### config.mk
export PLATFORM = sky130hd
export DESIGN_NAME = aes_ctr_sequencer_flat
export DESIGN_NICKNAME = d
export VERILOG_FILES = /design/src/rtl/aes_ctr_sequencer_pkg.sv /design/src/rtl/aes_ctr_sequencer_if.sv /design/src/rtl/aes_ctr_sequencer.sv /design/src/flat_wrapper.sv
export SDC_FILE = /design/constraint.sdc
export NUM_CORES = 1
export LEC_CHECK = 0
export ABC_AREA = 1
export CAP_MARGIN = 20
export CORE_AREA = 5 5 346 348
export CTS_CLUSTER_SIZE = 20
export DETAILED_ROUTE_END_ITERATION = 6
export DIE_AREA = 0 0 351 353
export PLACE_DENSITY = 0.52
export SYNTH_ARGS = -nofsm -noshare
export SYNTH_HDL_FRONTEND = slang
export SYNTH_SLANG_ARGS = --single-unit
### constraint.sdc
create_clock -name clk -period 3.2 [get_ports clk]
set_clock_uncertainty 0.15 [all_clocks]
set_input_delay 0.32 -clock clk [delete_from_list [all_inputs] [get_ports clk]]
set_output_delay 0.32 -clock clk [all_outputs]
set_load 0.01 [all_outputs]
### src/rtl/aes_ctr_sequencer_pkg.sv
// Shared types and helpers for the AES-CTR sequencer: FSM states, block widths,
// and the counter-block increment with wrap detection.
package aes_ctr_pkg;

  localparam int BLK_W = 128;
  localparam int KEY_W = 128;

  typedef enum logic [2:0] {
    IDLE  = 3'd0,
    ARM   = 3'd1,
    LOAD  = 3'd2,
    WAIT0 = 3'd3,
    WAIT  = 3'd4,
    OUT   = 3'd5,
    HALT  = 3'd6
  } state_t;

  typedef struct packed {
    logic             wrap;
    logic [BLK_W-1:0] blk;
  } ctr_inc_t;

  // Increments only the low ctr_w bits of a counter block; the nonce field above
  // is passed through untouched so a counter wrap never carries into it.
  function automatic ctr_inc_t inc_ctr(input logic [BLK_W-1:0] ctr, input int unsigned ctr_w);
    logic [BLK_W-1:0] mask;
    ctr_inc_t         res;
    mask     = (128'd1 << ctr_w) - 128'd1;
    res.blk  = (ctr & ~mask) | ((ctr + 128'd1) & mask);
    res.wrap = ((ctr & mask) == mask);
    return res;
  endfunction

endpackage

### src/rtl/aes_ctr_sequencer_if.sv
// Request/result bus between the CTR sequencer (master) and one AES-128 core (slave).
interface aes_ctr_sequencer_if;
  import aes_ctr_pkg::*;

  logic             aes_load;
  logic             aes_enc;
  logic [BLK_W-1:0] aes_din;
  logic [KEY_W-1:0] aes_key;
  logic             aes_ready;
  logic [BLK_W-1:0] aes_dout;

  modport master (output aes_load, aes_enc, aes_din, aes_key, input aes_ready, aes_dout);
  modport slave  (input aes_load, aes_enc, aes_din, aes_key, output aes_ready, aes_dout);

endinterface

### src/rtl/aes_ctr_sequencer.sv
// AES-CTR front end: builds {nonce, ctr} blocks, runs them through one core and
// XORs the keystream with streamed data. Macro AES_CTR_WRAP_STOP_EN halts on counter wrap.
module aes_ctr_sequencer
  import aes_ctr_pkg::*;
#(
  parameter int CTR_W   = 32,
  parameter int NONCE_W = 96
) (
  input  logic               clk,
  input  logic               reset,
  input  logic               start,
  input  logic [NONCE_W-1:0] nonce,
  input  logic [CTR_W-1:0]   ctr_init,
  input  logic [KEY_W-1:0]   key,
  input  logic               in_valid,
  output logic               in_ready,
  input  logic [BLK_W-1:0]   in_data,
  input  logic               in_last,
  output logic               out_valid,
  input  logic               out_ready,
  output logic [BLK_W-1:0]   out_data,
  output logic               out_last,
  aes_ctr_sequencer_if.master core,
  output logic               busy,
  output logic               err
);

  state_t           state_r, state_nxt_s;
  logic [BLK_W-1:0] blk_r;
  logic [KEY_W-1:0] key_r;
  logic [BLK_W-1:0] data_r;
  logic             last_r;
  logic [BLK_W-1:0] din_r;
  logic [BLK_W-1:0] out_data_r;
  logic             out_last_r;
  logic             in_ready_r, out_valid_r, aes_load_r, busy_r, err_r;
  logic             in_ready_s, out_valid_s, aes_load_s, busy_s, err_s;
  logic             accept_s, leave_out_s, result_s;
  ctr_inc_t         ctr_inc_s;

  assign ctr_inc_s   = inc_ctr(blk_r, CTR_W);
  assign accept_s    = in_valid & in_ready_r;
  assign leave_out_s = (state_r == OUT) & out_ready;
  // A ready seen in WAIT0 may belong to the previous block, so only WAIT listens.
  assign result_s    = (state_r == WAIT) & core.aes_ready;

`ifndef AES_CTR_WRAP_STOP_EN
  logic unused_wrap_s;
  assign unused_wrap_s = ctr_inc_s.wrap;
`endif

  // State register
  always_ff @(posedge clk or negedge reset) begin
    if (!reset) state_r <= IDLE;
    else        state_r <= state_nxt_s;
  end

  // Next-state decode
  always_comb begin
    state_nxt_s = state_r;
    case (state_r)
      IDLE:  if (start) state_nxt_s = ARM; else state_nxt_s = IDLE;
      ARM:   if (accept_s) state_nxt_s = LOAD; else state_nxt_s = ARM;
      LOAD:  state_nxt_s = WAIT0;
      WAIT0: state_nxt_s = WAIT;
      WAIT:  if (core.aes_ready) state_nxt_s = OUT; else state_nxt_s = WAIT;
      OUT: begin
        if (!out_ready)           state_nxt_s = OUT;
`ifdef AES_CTR_WRAP_STOP_EN
        else if (ctr_inc_s.wrap)  state_nxt_s = HALT;
`endif
        else if (last_r)          state_nxt_s = IDLE;
        else                      state_nxt_s = ARM;
      end
`ifdef AES_CTR_WRAP_STOP_EN
      HALT:  state_nxt_s = HALT;
`endif
      default: state_nxt_s = IDLE;
    endcase
  end

  // Output decode from the upcoming state so the flags register in step with it
  always_comb begin
    in_ready_s  = (state_nxt_s == ARM);
    out_valid_s = (state_nxt_s == OUT);
    aes_load_s  = (state_nxt_s == LOAD);
    busy_s      = (state_nxt_s != IDLE);
`ifdef AES_CTR_WRAP_STOP_EN
    err_s       = (state_nxt_s == HALT);
`else
    err_s       = 1'b0;
`endif
  end

  // Registered control outputs
  always_ff @(posedge clk or negedge reset) begin
    if (!reset) begin
      in_ready_r  <= 1'b0;
      out_valid_r <= 1'b0;
      aes_load_r  <= 1'b0;
      busy_r      <= 1'b0;
      err_r       <= 1'b0;
    end else begin
      in_ready_r  <= in_ready_s;
      out_valid_r <= out_valid_s;
      aes_load_r  <= aes_load_s;
      busy_r      <= busy_s;
      err_r       <= err_s;
    end
  end

  // Counter block, key, captured input and XOR result
  always_ff @(posedge clk or negedge reset) begin
    if (!reset) begin
      blk_r      <= {BLK_W{1'b0}};
      key_r      <= {KEY_W{1'b0}};
      data_r     <= {BLK_W{1'b0}};
      last_r     <= 1'b0;
      din_r      <= {BLK_W{1'b0}};
      out_data_r <= {BLK_W{1'b0}};
      out_last_r <= 1'b0;
    end else begin
      if ((state_r == IDLE) && start) begin
        blk_r <= {nonce, ctr_init};
        key_r <= key;
      end else if (leave_out_s) begin
        blk_r <= ctr_inc_s.blk;
      end
      if (accept_s) begin
        data_r <= in_data;
        last_r <= in_last;
        din_r  <= blk_r;
      end
      if (result_s) begin
        out_data_r <= data_r ^ core.aes_dout;
        out_last_r <= last_r;
      end
    end
  end

  assign in_ready      = in_ready_r;
  assign out_valid     = out_valid_r;
  assign out_data      = out_data_r;
  assign out_last      = out_last_r;
  assign busy          = busy_r;
  assign err           = err_r;
  assign core.aes_load = aes_load_r;
  assign core.aes_enc  = 1'b0;
  assign core.aes_din  = din_r;
  assign core.aes_key  = key_r;

endmodule

### src/flat_wrapper.sv
// flat-port wrapper written by rule: the top's interface ports become plain ports
module aes_ctr_sequencer_flat import aes_ctr_pkg::*;
#(
  parameter int CTR_W   = 32,
  parameter int NONCE_W = 96
)
  (clk, reset, start, nonce, ctr_init, key, in_valid, in_ready, in_data, in_last, out_valid, out_ready, out_data, out_last, busy, err, core_aes_load, core_aes_enc, core_aes_din, core_aes_key, core_aes_ready, core_aes_dout);
  aes_ctr_sequencer_if core_i ();
  input  logic clk;
  input  logic reset;
  input  logic start;
  input  logic [NONCE_W-1:0] nonce;
  input  logic [CTR_W-1:0] ctr_init;
  input  logic [KEY_W-1:0] key;
  input  logic in_valid;
  output logic in_ready;
  input  logic [BLK_W-1:0] in_data;
  input  logic in_last;
  output logic out_valid;
  input  logic out_ready;
  output logic [BLK_W-1:0] out_data;
  output logic out_last;
  output logic busy;
  output logic err;
  output wire logic [$bits(core_i.aes_load)-1:0] core_aes_load;
  output wire logic [$bits(core_i.aes_enc)-1:0] core_aes_enc;
  output wire logic [$bits(core_i.aes_din)-1:0] core_aes_din;
  output wire logic [$bits(core_i.aes_key)-1:0] core_aes_key;
  input wire logic [$bits(core_i.aes_ready)-1:0] core_aes_ready;
  input wire logic [$bits(core_i.aes_dout)-1:0] core_aes_dout;
  assign core_aes_load = core_i.aes_load;
  assign core_aes_enc = core_i.aes_enc;
  assign core_aes_din = core_i.aes_din;
  assign core_aes_key = core_i.aes_key;
  assign core_i.aes_ready = core_aes_ready;
  assign core_i.aes_dout = core_aes_dout;
  aes_ctr_sequencer #(.CTR_W(CTR_W), .NONCE_W(NONCE_W)) u_core (.clk(clk), .reset(reset), .start(start), .nonce(nonce), .ctr_init(ctr_init), .key(key), .in_valid(in_valid), .in_ready(in_ready), .in_data(in_data), .in_last(in_last), .out_valid(out_valid), .out_ready(out_ready), .out_data(out_data), .out_last(out_last), .core(core_i), .busy(busy), .err(err));
endmodule
Yosys cells after proc, flatten, opt, wreduce, memory -nomap -nowiden. Index checks and enable logic that the tools add are counted. Widths: inputs -> output; s select.

Register bits after elaboration: 649. Input port bits: 519. Output and inout bits: 391.

Add/subtract/negate cells: 1. Equal/unequal tests: 8. Muxes and demuxes: 8. Bitwise operators: 5. Reductions and logical operators: 4.

Operators by type and width (number): $mux 128 (2); $or 128x32->128 (1); $xor 128x128->128 (1); $add 32x1->32 const B (1); $pmux 3 s6 (1); $eq 3x2->1 const B (3); $eq 3x3->1 const B (3); $eq 3x1->1 const B (2); $and 1x1->1 (3); $logic_not 3->1 (1); $mux 1 (3); $mux 3 (1); $reduce_bool 3->1 (1); $mux 2 (1); $reduce_bool 2->1 (1); $logic_and 1x1->1 (1).

Logic depth before layout (Yosys ltp).
Depth in word-level cells: 4. Depth in mapped cells: 10.

Least setup slack after synthesis. OpenSTA, ideal clock, no wires.

Path type: register to register. From: reg u_core.state_r[1]. To: reg u_core.out_data_r[40] (netlist: u_core.out_data[40]). Arrival: 1.294 ns. Data required time: 2.917 ns. Slack: 1.623 ns. Stages on the path, launching flop included: 8. Clock period less this slack: 1.577 ns. Path through: dfrtp_1 -> nor2_2 -> nand3_2 -> buf_2 -> buf_4 -> buf_4 -> nand2_1 -> o21ai_0.

Word-level cells in the longest chain between the ends: 2.

Ends and longest elaborated chain: start: declaration (line aes_ctr_sequencer.sv:28) `state_t state_r, state_nxt_s;`; start signal: assignment (line aes_ctr_sequencer.sv:55) `else state_r <= state_nxt_s;`; $eq 3x3->1 (line aes_ctr_sequencer.sv:45) `assign result_s = (state_r == WAIT) & core.aes_ready;`; $and 1x1->1 (line aes_ctr_sequencer.sv:45); end signal: assignment (line aes_ctr_sequencer.sv:120) `out_data_r <= {BLK_W{1'b0}};`; end signal: assignment (line aes_ctr_sequencer.sv:135) `out_data_r <= data_r ^ core.aes_dout;`; end: declaration (line aes_ctr_sequencer.sv:34) `logic [BLK_W-1:0] out_data_r;`.

No other way between the ends. A chain may end at the register's enable or synchronous reset.

Worst setup path after layout.
From: reg u_core.state_r[1]. To: reg u_core.key_r[28] (netlist: u_core.core.aes_key[28]).

Word-level cells in the longest chain between the ends: 2.

Ends and longest elaborated chain: $logic_not 3->1 (line aes_ctr_sequencer.sv:123) `if ((state_r == IDLE) && start) begin`; $logic_and 1x1->1 (line aes_ctr_sequencer.sv:123); end signal: assignment (line aes_ctr_sequencer.sv:116) `key_r <= {KEY_W{1'b0}};`; end signal: assignment (line aes_ctr_sequencer.sv:125) `key_r <= key;`; end: declaration (line aes_ctr_sequencer.sv:30) `logic [KEY_W-1:0] key_r;`.

No other way between the ends.

==> metrics.md <==
| Metric | Value |
|---|---|
| WL final | 105 mm |
| CP required | 3.62 ns |
| Clk buf depth | 3 |
| Maximum number of pins on one net before global-route repair | 117 |
| Period minus WS final | 2.30 ns |
| Cell type contributing the most total cell area after synthesis | sky130_fd_sc_hd__dfrtp_1 |
| Height of the die | 353 um |
| CTS sink cnt | 649 |
| Count of warnings emitted by yosys | 0 |
| Share of layout cells above drive strength 1 | 5.42% |
| Total instance count after detailed placement | 5336 |
| Detailed Route Iter0 Violations | 1537 |
| Sequential area share after synthesis | 62.0% |
| Cell variety after synth | 32 |
| Period utilization | 71.8% |
| Initial antenna violation count | 28 |
| Delay contributed by the slowest stage of the critical path | 0.44 ns |
| Area share of the largest cell type after synthesis | 62.0% |
| PortBufs | 907 |
| Total number of H-tree levels | 3 |
| Half-perimeter wire length after detailed placement | 77.6 mm |
| Post-synthesis sequential element count | 649 |
| Utilization of the core after routing | 35.5% |
| Mean routed wirelength per cell | 18.8 um |
| Critical Path, Cell by Cell | nor2_2 -> nand3_4 -> inv_8 -> buf_4 -> nand2_1 -> nand2_1 |
| GRT Total Usage | 16.4% |
| Hold_ws | 0.0667 ns |
| Post-Syn Instances | 2979 |
| Resize count post-CTS | 0 |
| Core ar. | 0.116 mm^2 |
| Die area | 0.124 mm^2 |
| Worst path most repeated cell | sky130_fd_sc_hd__nand2_1 |
| Via count | 23000 |
| Setup repair after global routing missed its margin | false |
| Max-cap viol count | 0 |
| Mean instance size in the synthesized netlist | 8.80 um^2 |
| Length of the first detailed-routing pass in iterations | 5 |
| Global route total overflow | 0 |
| Register-to-Register Setup Slack | 0.90 ns |
| Kind of capture point of the worst setup path | register |
| Horizontal extent of the die | 351 um |
| Layout overhead on the synthesized area | 56.8% |
| Number of nets at the end of the flow | 4513 |
| Max-slew violation total from the final report | 0 |
| Cell area after technology mapping | 0.0262 mm^2 |
| Leakage Power | 19.4 nW |
| Crit-path slowest cell | sky130_fd_sc_hd__dfrtp_1 |
| Result of the run | finished clean |
| Transition time at the pin with the least slew margin | 0.753 ns |
| Tightest Hold Check Type | primary input to asynchronous set/reset pin |
| Non-filler cells, final | 5590 |
| Cells taking the most area after synthesis | sky130_fd_sc_hd__dfrtp_1 (62%), sky130_fd_sc_hd__nand2_1 (24%), sky130_fd_sc_hd__xnor2_1 (4.3%) |
| Arrival time of data at the critical path endpoint | 2.71 ns |
| PnR worst setup slack | 0.902 ns |
| CTS tree | built |
| Via count of the first global-routing pass | 23700 |
| Total setup violations reported at the end of the flow | 0 |
| Placement Rows | 125 |
| Routed Antenna Nets | 0 |
| Clock latency of the later-clocked register in the worst-skew pair | 0.65 ns |
| Startpoint-to-endpoint class of the critical path | register to register |
| Clock slew seen by the registers of the worst setup and hold paths | 0.06 ns |
| Worst setup slack after placement | 0.689 ns |
| Wire length of the first global-routing pass | 155 mm |
| Number of buffers added by the clock tree synthesis step | 81 |
| Setup TNS | 0 ns |
| Via count normalized by instance count | 4.11 |
| Detailed-route DRC error count | 0 |
| Peak supply drop | 0.598 mV |
| Starting density of the core | 22.6% |
| Placer's final routability congestion estimate | 0.840 |
| Post-CTS setup-driven buffer insertion count | 0 |
| I/O pin cnt | 910 |
| Ratio of total power to cell area | 962 mW/mm^2 |
| Type of origin of the critical path | register |
| Cell at the root of the clock tree | sky130_fd_sc_hd__clkbuf_16 |
| Largest fanout on the critical path | 60 |
| Highest clock frequency the design can meet | 435 MHz |
| Worst slew margin relative to its limit | 49.8% |
| Final hold viol count | 0 |
==> critical path: cells and delay by family (launching register included) <==
kind / cells / cell delay (ns)
DFF: 1 / 0.44
and+or+nand+nor: 4 / 0.70
buffers and inverters: 2 / 0.80
==> power breakdown <==
| part | internal, W | leakage (nW) | total [W] | switching, W |
|---|---|---|---|---|
| Sequential | 0.0120 | 8.10 | 0.0145 | 0.00251 |
| Clock | 0.00584 | 1.39 | 0.00965 | 0.00382 |
| Combinational | 0.00731 | 9.92 | 0.0153 | 0.00799 |
==> layout make-up <==
type | count | area (um^2)
clock inverters | 26 | 409
fillers | 11900 | 74800
flip-flops and latches | 649 | 16200
diodes | 7 | 17.5
repair buffers | 1077 | 10800
well taps | 1524 | 1910
multi-input cells | 2129 | 9070
clock buffers | 123 | 2430
inverters | 55 | 221
==> worst paths after layout <==
path	start	to	cells past startpoint
min in group clk	in_data[39]	u_core.data_r[39]$_DFFE_PN0P_	3
max	u_core.state_r[1]$_DFF_PN0_	u_core.core.aes_key[28]$_DFFE_PN0P_	6
max in group asynchronous	reset	u_core.core.aes_din[78]$_DFFE_PN0P_	3
min	reset	u_core.out_data[51]$_DFFE_PN0P_	2
max reg2reg	u_core.state_r[1]$_DFF_PN0_	u_core.core.aes_key[28]$_DFFE_PN0P_	6
min reg2reg	u_core.blk_r[119]$_DFFE_PN0P_	u_core.core.aes_din[119]$_DFFE_PN0P_	2
==> synth_stat cells <==
| library cell | n |
|---|---|
| sky130_fd_sc_hd__a211oi_1 | 1 |
| sky130_fd_sc_hd__a21oi_1 | 9 |
| sky130_fd_sc_hd__a22oi_1 | 1 |
| sky130_fd_sc_hd__a31oi_1 | 3 |
| sky130_fd_sc_hd__buf_1 | 6 |
| sky130_fd_sc_hd__buf_2 | 72 |
| sky130_fd_sc_hd__buf_4 | 14 |
| sky130_fd_sc_hd__buf_6 | 2 |
| sky130_fd_sc_hd__clkbuf_1 | 53 |
| sky130_fd_sc_hd__conb_1 | 1 |
| sky130_fd_sc_hd__dfrtp_1 | 649 |
| sky130_fd_sc_hd__ha_1 | 1 |
| sky130_fd_sc_hd__inv_1 | 52 |
| sky130_fd_sc_hd__inv_2 | 3 |
| sky130_fd_sc_hd__nand2_1 | 1673 |
| sky130_fd_sc_hd__nand2_2 | 1 |
| sky130_fd_sc_hd__nand3_1 | 41 |
| sky130_fd_sc_hd__nand3_2 | 3 |
| sky130_fd_sc_hd__nand3b_1 | 3 |
| sky130_fd_sc_hd__nand4_1 | 3 |
| sky130_fd_sc_hd__nor2_1 | 59 |
| sky130_fd_sc_hd__nor2_2 | 5 |
| sky130_fd_sc_hd__nor2_4 | 1 |
| sky130_fd_sc_hd__nor3_1 | 7 |
| sky130_fd_sc_hd__nor3_2 | 1 |
| sky130_fd_sc_hd__o211ai_1 | 3 |
| sky130_fd_sc_hd__o21ai_0 | 173 |
| sky130_fd_sc_hd__o21ai_1 | 3 |
| sky130_fd_sc_hd__o22ai_1 | 5 |
| sky130_fd_sc_hd__or2_2 | 1 |
| sky130_fd_sc_hd__xnor2_1 | 128 |
| sky130_fd_sc_hd__xor2_1 | 2 |
==> cell families after synthesis <==
logic type	after synthesis	share of synthesized area [%]
and+or+nand+nor	1798	26.2
DFF	649	62.0
buffers and inverters	202	3.50
AOI/OAI and AO/OA	198	3.87
xor gates and xnor gates	130	4.35
adders and majority gates	1	0.0477
other	1	0.0143
==> timing repair <==
action	CTS	global route
endpoints found under the hold margin	269	0
hold buffers	98	0
setup endpoints to repair	0	0
==> layout by cell type, fill, tap and decap left out, drive strengths merged, types with 2 or more instances in the layout <==
master	Yosys	routed
clkdlybuf4s50	0	906
clkbuf	53	123
clkinvlp	0	2
o211ai	3	3
a31oi	3	3
nand2	1674	1674
clkinv	0	14
conb	1	2
bufinv	0	7
o22ai	5	5
buf	94	73
inv	55	58
nand3	44	44
a21oi	9	9
nand3b	3	3
xnor2	128	128
diode	0	7
xor2	2	2
nand4	3	3
dlygate4sd3	0	98
o21ai	176	176
nor2	65	65
nor3	8	8
dfrtp	649	649
==> flip-flops by register name (all words and copies together) (netlist names), 3 cells and up <==
signal,cells
u_core.blk_r,128
u_core.core.aes_din,128
u_core.core.aes_key,128
u_core.data_r,128
u_core.out_data,128
u_core.state_r,3
==> per-stage QoR <==
stage	power, W	cell area [um^2]
floorplan	0.0214	26200
global placement	0.0299	37300
detailed placement	0.0301	37300
CTS	0.0402	41100
global route	0.0423	41100
finish	0.0395	41100
==> metal layers <==
layer	GRT usage (%)	up-vias	wire length [um]
met5	0	-	190
met4	4.74	28	2570
met3	6.33	163	10000
met2	26.4	780	48100
met1	20.5	10800	44100
li1	-	11200	-
(Power assumes the default switching activity.)
